[config.mk]
export PLATFORM = sky130hd
export DESIGN_NAME = gt_writeback_buffer
export DESIGN_NICKNAME = d
export VERILOG_FILES = /design/src/rtl/gt_writeback_buffer.sv
export SDC_FILE = /design/constraint.sdc
export NUM_CORES = 2
export LEC_CHECK = 0
export BUFFER_PORTS_ARGS = -buffer_cell sky130_fd_sc_hd__buf_4
export CELL_PAD_IN_SITES_DETAIL_PLACEMENT = 0
export CELL_PAD_IN_SITES_GLOBAL_PLACEMENT = 1
export CORE_MARGIN = 1.5
export CORE_UTILIZATION = 56
export DETAILED_ROUTE_END_ITERATION = 6
export PLACE_DENSITY_LB_ADDON = 0.1
export SETUP_SLACK_MARGIN = 0.5
export SKIP_LAST_GASP = 1
export SYNTH_ARGS = -nofsm -noshare
export SYNTH_HDL_FRONTEND = slang
export SYNTH_SLANG_ARGS = --single-unit
[constraint.sdc]
create_clock -name CLK -period 24.6 [get_ports CLK]
set_clock_uncertainty 0.15 [all_clocks]
set_input_delay 4.92 -clock CLK [delete_from_list [all_inputs] [get_ports CLK]]
set_output_delay 4.92 -clock CLK [all_outputs]
set_load 0.01 [all_outputs]
[src/rtl/gt_writeback_buffer.sv]
// ---------------------------------------------------------------------------
// gt_writeback_buffer
//
// Drain side of the victim-cache eviction path. Dirty 256-bit lines pushed
// out of the victim cache are held in a small FIFO and written to main
// memory over a req/ack handshake, strictly in push order. A combinational
// lookup port lets a victim-cache miss hit on a line that is still waiting
// to drain, so reads never see stale memory.
//
// Optional feature (macro WB_COALESCE_EN):
//   A push whose line address matches a buffered entry other than the head
//   overwrites that entry's data in place instead of allocating. Such a push
//   is accepted even when the buffer is full. Without the macro every push
//   allocates, and duplicate addresses drain twice, in order.
//
// Ports:
//   CLK, RST_N          clock (rising edge), asynchronous active-low reset
//   in_valid/in_addr/   evicted line from the victim cache; in_ready says the
//   in_data/in_ready    buffer takes it at this edge
//   mem_wr_req/addr/    write to main memory; addr is line aligned, addr and
//   data, mem_wr_ack    data stay stable until ack
//   lk_addr/lk_hit/     combinational lookup; youngest matching entry wins,
//   lk_data             lk_data is zero on a miss
//   count, empty        occupancy (0..DEPTH) and count==0
// ---------------------------------------------------------------------------
module gt_writeback_buffer #(
    parameter int DEPTH       = 4,
    parameter int LINE_BITS   = 256,
    parameter int OFFSET_BITS = 5
) (
    input  logic                   CLK,
    input  logic                   RST_N,
    input  logic                   in_valid,
    input  logic [31:0]            in_addr,
    input  logic [LINE_BITS-1:0]   in_data,
    output logic                   in_ready,
    output logic                   mem_wr_req,
    output logic [31:0]            mem_wr_addr,
    output logic [LINE_BITS-1:0]   mem_wr_data,
    input  logic                   mem_wr_ack,
    input  logic [31:0]            lk_addr,
    output logic                   lk_hit,
    output logic [LINE_BITS-1:0]   lk_data,
    output logic [$clog2(DEPTH):0] count,
    output logic                   empty
);
    localparam int PTR_W = $clog2(DEPTH);
    localparam int CNT_W = PTR_W + 1;
    localparam int TAG_W = 32 - OFFSET_BITS;

    typedef enum logic {IDLE, REQ} state_t;
    state_t state;

    logic [TAG_W-1:0]     tagMem  [DEPTH];
    logic [LINE_BITS-1:0] lineMem [DEPTH];
    logic [DEPTH-1:0]     entryValid;
    logic [PTR_W-1:0]     wrPtr;
    logic [PTR_W-1:0]     rdPtr;
    logic [PTR_W-1:0]     nextRdPtr;
    logic [TAG_W-1:0]     memWrTag;

    logic [TAG_W-1:0]     inTag;
    logic [TAG_W-1:0]     lkTag;
    logic                 unusedOffsetBits;

    logic                 coalHit;
    logic [PTR_W-1:0]     coalIdx;
    logic                 pushFire;
    logic                 allocFire;
    logic                 popFire;
    logic                 loadNow;
    logic [PTR_W-1:0]     loadIdx;
    logic [LINE_BITS-1:0] loadData;

    // ageIdx[0] is the oldest slot (head), ageIdx[DEPTH-1] the youngest
    // possible slot; scanning in this order lets the last match win.
    logic [PTR_W-1:0]     ageIdx [DEPTH];

    genvar g;
    generate
        for (g = 0; g < DEPTH; g++) begin : genAge
            assign ageIdx[g] = rdPtr + PTR_W'(g);
        end
    endgenerate

    assign inTag            = in_addr[31:OFFSET_BITS];
    assign lkTag            = lk_addr[31:OFFSET_BITS];
    assign unusedOffsetBits = ^{in_addr[OFFSET_BITS-1:0], lk_addr[OFFSET_BITS-1:0]};
    assign nextRdPtr        = rdPtr + PTR_W'(1);

`ifdef WB_COALESCE_EN
    // The head is never a coalescing target: whenever the buffer is
    // non-empty the head is either in REQ or being loaded on this edge.
    always_comb begin
        coalHit = 1'b0;
        coalIdx = rdPtr;
        for (int i = 1; i < DEPTH; i++) begin
            if (entryValid[ageIdx[i]] && (tagMem[ageIdx[i]] == inTag)) begin
                coalHit = 1'b1;
                coalIdx = ageIdx[i];
            end
        end
    end
`else
    assign coalHit = 1'b0;
    assign coalIdx = rdPtr;
`endif

    assign in_ready  = (count != CNT_W'(DEPTH)) || coalHit;
    assign pushFire  = in_valid && in_ready;
    assign allocFire = pushFire && !coalHit;
    assign popFire   = (state == REQ) && mem_wr_ack;
    assign empty     = (count == '0);

    assign mem_wr_addr = {memWrTag, {OFFSET_BITS{1'b0}}};

    // Head load: from IDLE the current head starts a write; in REQ an ack
    // with more lines behind it loads the next head on the same edge.
    assign loadNow = ((state == IDLE) && (count != '0)) ||
                     (popFire && (count > CNT_W'(1)));
    assign loadIdx = (state == IDLE) ? rdPtr : nextRdPtr;

    // A coalescing push may land in the very entry that becomes the new
    // head on this edge; forward the incoming data so memory gets it.
    assign loadData = (pushFire && coalHit && (coalIdx == loadIdx)) ?
                      in_data : lineMem[loadIdx];

    always_ff @(posedge CLK or negedge RST_N) begin
        if (!RST_N) begin
            state       <= IDLE;
            mem_wr_req  <= 1'b0;
            memWrTag    <= '0;
            mem_wr_data <= '0;
            wrPtr       <= '0;
            rdPtr       <= '0;
            count       <= '0;
            entryValid  <= '0;
        end else begin
            if (allocFire) begin
                wrPtr             <= wrPtr + PTR_W'(1);
                entryValid[wrPtr] <= 1'b1;
            end
            if (popFire) begin
                rdPtr             <= nextRdPtr;
                entryValid[rdPtr] <= 1'b0;
            end

            case ({allocFire, popFire})
                2'b10:   count <= count + CNT_W'(1);
                2'b01:   count <= count - CNT_W'(1);
                default: count <= count;
            endcase

            if (loadNow) begin
                memWrTag    <= tagMem[loadIdx];
                mem_wr_data <= loadData;
            end

            case (state)
                IDLE: begin
                    if (count != '0) begin
                        state      <= REQ;
                        mem_wr_req <= 1'b1;
                    end
                end
                REQ: begin
                    if (mem_wr_ack && (count == CNT_W'(1))) begin
                        state      <= IDLE;
                        mem_wr_req <= 1'b0;
                    end
                end
                default: begin
                    state      <= IDLE;
                    mem_wr_req <= 1'b0;
                end
            endcase
        end
    end

    // Line storage carries no reset; entryValid gates every use of it.
    always_ff @(posedge CLK) begin
        if (allocFire) begin
            tagMem[wrPtr]  <= inTag;
            lineMem[wrPtr] <= in_data;
        end else if (pushFire && coalHit) begin
            lineMem[coalIdx] <= in_data;
        end
    end

    always_comb begin
        lk_hit  = 1'b0;
        lk_data = '0;
        for (int i = 0; i < DEPTH; i++) begin
            if (entryValid[ageIdx[i]] && (tagMem[ageIdx[i]] == lkTag)) begin
                lk_hit  = 1'b1;
                lk_data = lineMem[ageIdx[i]];
            end
        end
    end

endmodule

# == After elaboration in Yosys (flattened, before gate mapping) ==
# Memory sizes are Yosys's and may differ from the RTL's. A register that Yosys moved wholly into a read port is not among the register bits.
# Cells that the tools add are included.
# classes
n_eq_ne,10
mux,32
order_cmp,8
div,0
shifts,0
mul,0
add_sub_neg,6
reduce_logical,18
n_bitwise,4
# ops
cell,n
$mux 256,4
$eq 27x27->1,4
$mux 1,16
$lt 2x3->1 const B,5
$logic_and 1x1->1,11
$bmux 1 s2,4
$mux 4,2
$pmux 3 s2,1
$add 2x1->2 const B,2
$add 2x2->2 const B,2
$and 4x4->4,1
$demux 1 s2,2
$ge 2x1->1 const B,2
$ne 2x1->1 const B,2
$not 4->4,1
$or 4x4->4,1
$pmux 1 s2,2
$add 3x1->3 const B,1
$eq 3x1->1 const B,1
$gt 3x1->1 const B,1
$logic_not 3->1,1
$ne 3x3->1 const B,1
$reduce_bool 3->1,1
$sub 3x1->3 const B,1
other kinds (8),9
# word_totals
n_memories,2
mem_bits_rw,1132
register_bits,13
latchBits,0
mem_bits_ro,0
# mem_list
name,depth,width,read_ports,rd_clocked_by_memory_dff,write_ports,line_no,text
lineMem,4,256,5,1,1,55,logic [LINE_BITS-1:0] lineMem [DEPTH];
tagMem,4,27,5,1,1,54,logic [TAG_W-1:0] tagMem [DEPTH];

# == Depth between registers and ports, before layout ==
# logic_depth
word_depth,8
depth_mapped,25
mapped_depth_nobuf,10

# == Worst setup path before layout ==
# OpenSTA, ideal clock, no wires.
# synth_path
path_type,input-to-output
from,in lk_addr[25]
to,out lk_data[254]
required_time_ns,19.530
path_slack_ns,12.251
path_buffers,5
path_stages,12
arrival_time_ns,7.279
cell_sequence,clkbuf_1 xnor2_1 nand2_1 nand4bb_1 or4_1 clkbuf_1 buf_2 a2bb2oi_2 buf_6 buf_6 a211oi_1 o22a_1
# synth_via
elab_chain_len,6
elab_cells_between_ends,12
# synth_rtl
element,line_no,text
start: declaration,41,"input logic [31:0] lk_addr,"
$eq 27x27->1,194,if (entryValid[ageIdx[i]] && (tagMem[ageIdx[i]] == lkTag)) begin
$logic_and 1x1->1,194,
$mux 256 (3 in series),194,
$mux 256 (*),194,
end: declaration,43,"output logic [LINE_BITS-1:0] lk_data,"
# Mark *: on every way between the ends. The rest lies on a longest branch, timed or not.

# == Worst setup path in the final report ==
# layout_path
from,in lk_addr[16]
to,out lk_data[132]
# The elaborated chain is that of the path after synthesis.

==> metrics.txt <==
status=complete, no violations; post_cts resized=0; drt first pass iters=6; WL final=277000 um; Primary FF master, synth=edfxtp_1; nets=6520; Startpoint Class=primary input; worst-path cell chain=buf_4 -> a22o_1 -> o21ai_0 -> nand4_1 -> nor4b_4 -> buf_4 -> buf_4 -> buf_4 -> nand3_1 -> a211oi_2 -> o22a_1 -> buf_4; FF-to-FF Start=coalIdx[1]$_DFFE_PN0P_; Critical Path Sink Type=output pin; Tot GR Track Use=0.329; delay-heaviest family, CP=buffers and inverters; Setup TNS=0 ns; final core utilization=0.642; vias in the first global route=59600; Sink Count=1428; final setup fails=0; I/O pin cnt=875; Seq/Total Area, Yosys=0.448; synthesized area per cell=16.2 um^2; gpl congestion=0.939; placed cells=8196; Syn Std Cell Area=92400 um^2; CTS tree=built; number of setup buffers added after CTS=0; Die H=409 um; Buf+Inv Stages, Crit Path=5; synth warn=0; CTS hold repair buffers=0; HP Class=flop to flop; number of port buffers=859; drt wl/cell=32.5 um; setup slack at placement=10.02 ns; CTS H-tree depth=4; period utilisation layout=0.596; P_leak=35.7 nW; die width=409 um; number of vias per cell=7.21; detailed-route via count=61500; Antenna Nets Post-Route=0; Slew Limit Fails=0; CP arrival=9.58 ns; post-synthesis cell type count=63; Synth-to-Final Area Change=13.4%; number of flops mapped to enable cells by yosys=1132; fin crit period=14.65 ns; Max Cap Violations=0; unrepaired setup endpoints after global routing=false; clk buf depth=3; Total Die Area=168000 um^2; crit path from=lk_addr[16]; Post-synth ARST share=0.207; Critical Setup Path Class=primary input to output pin; Cell Pwr Density=135 nW/um^2; initial DRC count=6707; Max Fclk=0.0683 GHz; CTS root buffer=clkbuf_16; FP Rows=148; worst vdd ir=0.173 mV; Clock transition at path regs=0.05 ns; Worst-Skew Late Latency=0.82 ns; post-synthesis cell count=5697; CP max stage cell=buf_4; largest net degree at the start of global routing=181; initial antenna violation count=72; HP Start=mem_wr_data[111]$_DFFE_PN0P_; Slew Limit Headroom=0.238; global-route wire length before repair=409000 um; layout cells sized above 1=0.491; flops & latches, synth=1428; most frequent CP cell=buf_4; WP data required=19.53 ns; DRC viols=0; Hold Fails Final Rpt=0; Final Non-Filler Cells=8542; remaining global-route overflow=0; initial core utilization=0.566; HPWL Detailed=165000 um; Slew @ Worst Pin=1.14 ns; clock buffer count from CTS=160; Crit path largest cell delay=0.86 ns; final setup margin=9.95 ns; Tot Pwr=14.2 mW; core area=163000 um^2; Crit Path Max Fanout=62
## Yosys cell counts (14+ instances only)
cell | n | area [um^2]
buf_1 | 47 | 176
o22a_1 | 257 | 2250
a211oi_1 | 32 | 240
dfrtp_1 | 296 | 7410
xnor2_1 | 66 | 578
mux4_2 | 1379 | 31100
mux2i_1 | 90 | 901
inv_1 | 271 | 1020
edfxtp_1 | 1132 | 34000
a211oi_2 | 228 | 2850
buf_4 | 14 | 105
a21oi_1 | 17 | 85.1
clkbuf_1 | 347 | 1300
buf_2 | 132 | 661
buf_6 | 95 | 1070
nand3_1 | 262 | 1310
mux2_2 | 292 | 3290
nor2_1 | 24 | 90.1
xor2_1 | 23 | 201
o21ai_1 | 25 | 125
o21ai_0 | 506 | 2530
nand2_1 | 33 | 124
nand4_1 | 18 | 113
## flip-flops by register name, indices dropped and copies added (netlist names)
register	count
entryValid	4
mem_wr_data	256
tagMem	108
count	3
memWrTag	27
coalIdx	2
lineMem	1024
wrPtr	2
mem_wr_req	1
state	1
## cell families after synthesis
family	after synthesis	synth area share
other	1	0.0000406
AND/OR/NAND/NOR	378	0.0209
flip-flops	1428	0.448
multiplexers	1761	0.381
buffers and inverters	908	0.0472
AO/OA/AOI/OAI	1119	0.0924
adder cells (fa/ha/maj)	13	0.00176
XOR/XNOR	89	0.00843
## per-stage QoR
step	hold slack (ns)	cell area [um^2]
finish	0.357	105000
global route	0.368	105000
CTS	0.358	105000
detailed placement	0.346	99400
global placement	0.340	99400
floorplan	0.399	92400
## routing by layer
metal / global-route usage / routed length (um)
met1: 0.421 / 98700
met5: 0 / 362
met3: 0.104 / 31200
met2: 0.514 / 134000
met4: 0.152 / 12900
## power breakdown
group	leakage, nW	internal, mW	switching, mW
combinational	19.3	4.26	3.64
sequential	13.8	3.33	0.533
clock	2.57	1.43	0.979
## area by class of cell
type	instances	area, um^2
Timing Repair Buffer	957	7490
Inverter	271	1020
Sequential cell	1428	41400
Clock inverter	58	582
Antenna cell	48	120
Multi-Input combinational cell	3365	46800
Fill cell	11800	58500
Tap cell	2175	2720
Clock buffer	240	4710
## layout by cell type (no fill, tap or decap), types with 5 or more instances in the layout
cell type,instances
a211oi_1,32
a211oi_2,228
a21oi_1,17
a22oi_1,8
a2bb2oi_1,5
and2_1,5
buf_12,24
buf_4,932
bufinv_16,11
clkbuf_1,50
clkbuf_16,169
clkbuf_8,21
clkinv_1,18
clkinv_2,17
clkinvlp_4,5
conb_1,5
dfrtp_1,294
diode_2,48
edfxtp_1,1132
ha_1,12
inv_1,271
mux2_2,292
mux2i_1,89
mux4_2,1379
nand2_1,33
nand3_1,262
nand4_1,18
nor2_1,24
nor2b_1,7
nor4_1,7
o211ai_1,6
o21ai_0,506
o21ai_1,24
o22a_1,257
o22ai_1,9
xnor2_1,65
xor2_1,23
## path summary, 6_finish.rpt
check                           cells after the start                            to  slack (ns)
worst max register to register                      9  mem_wr_data[196]$_DFFE_PN0P_       18.64
min in group asynchronous                           1  mem_wr_data[237]$_DFFE_PN0P_        3.96
worst max-delay path                               12                  lk_data[132]        9.95
worst min-delay path                                1  mem_wr_data[111]$_DFFE_PN0P_        0.36
max in group asynchronous                           3   mem_wr_data[85]$_DFFE_PN0P_       18.24
worst min register to register                      1  mem_wr_data[111]$_DFFE_PN0P_        0.36
(Power assumes the default switching activity.)
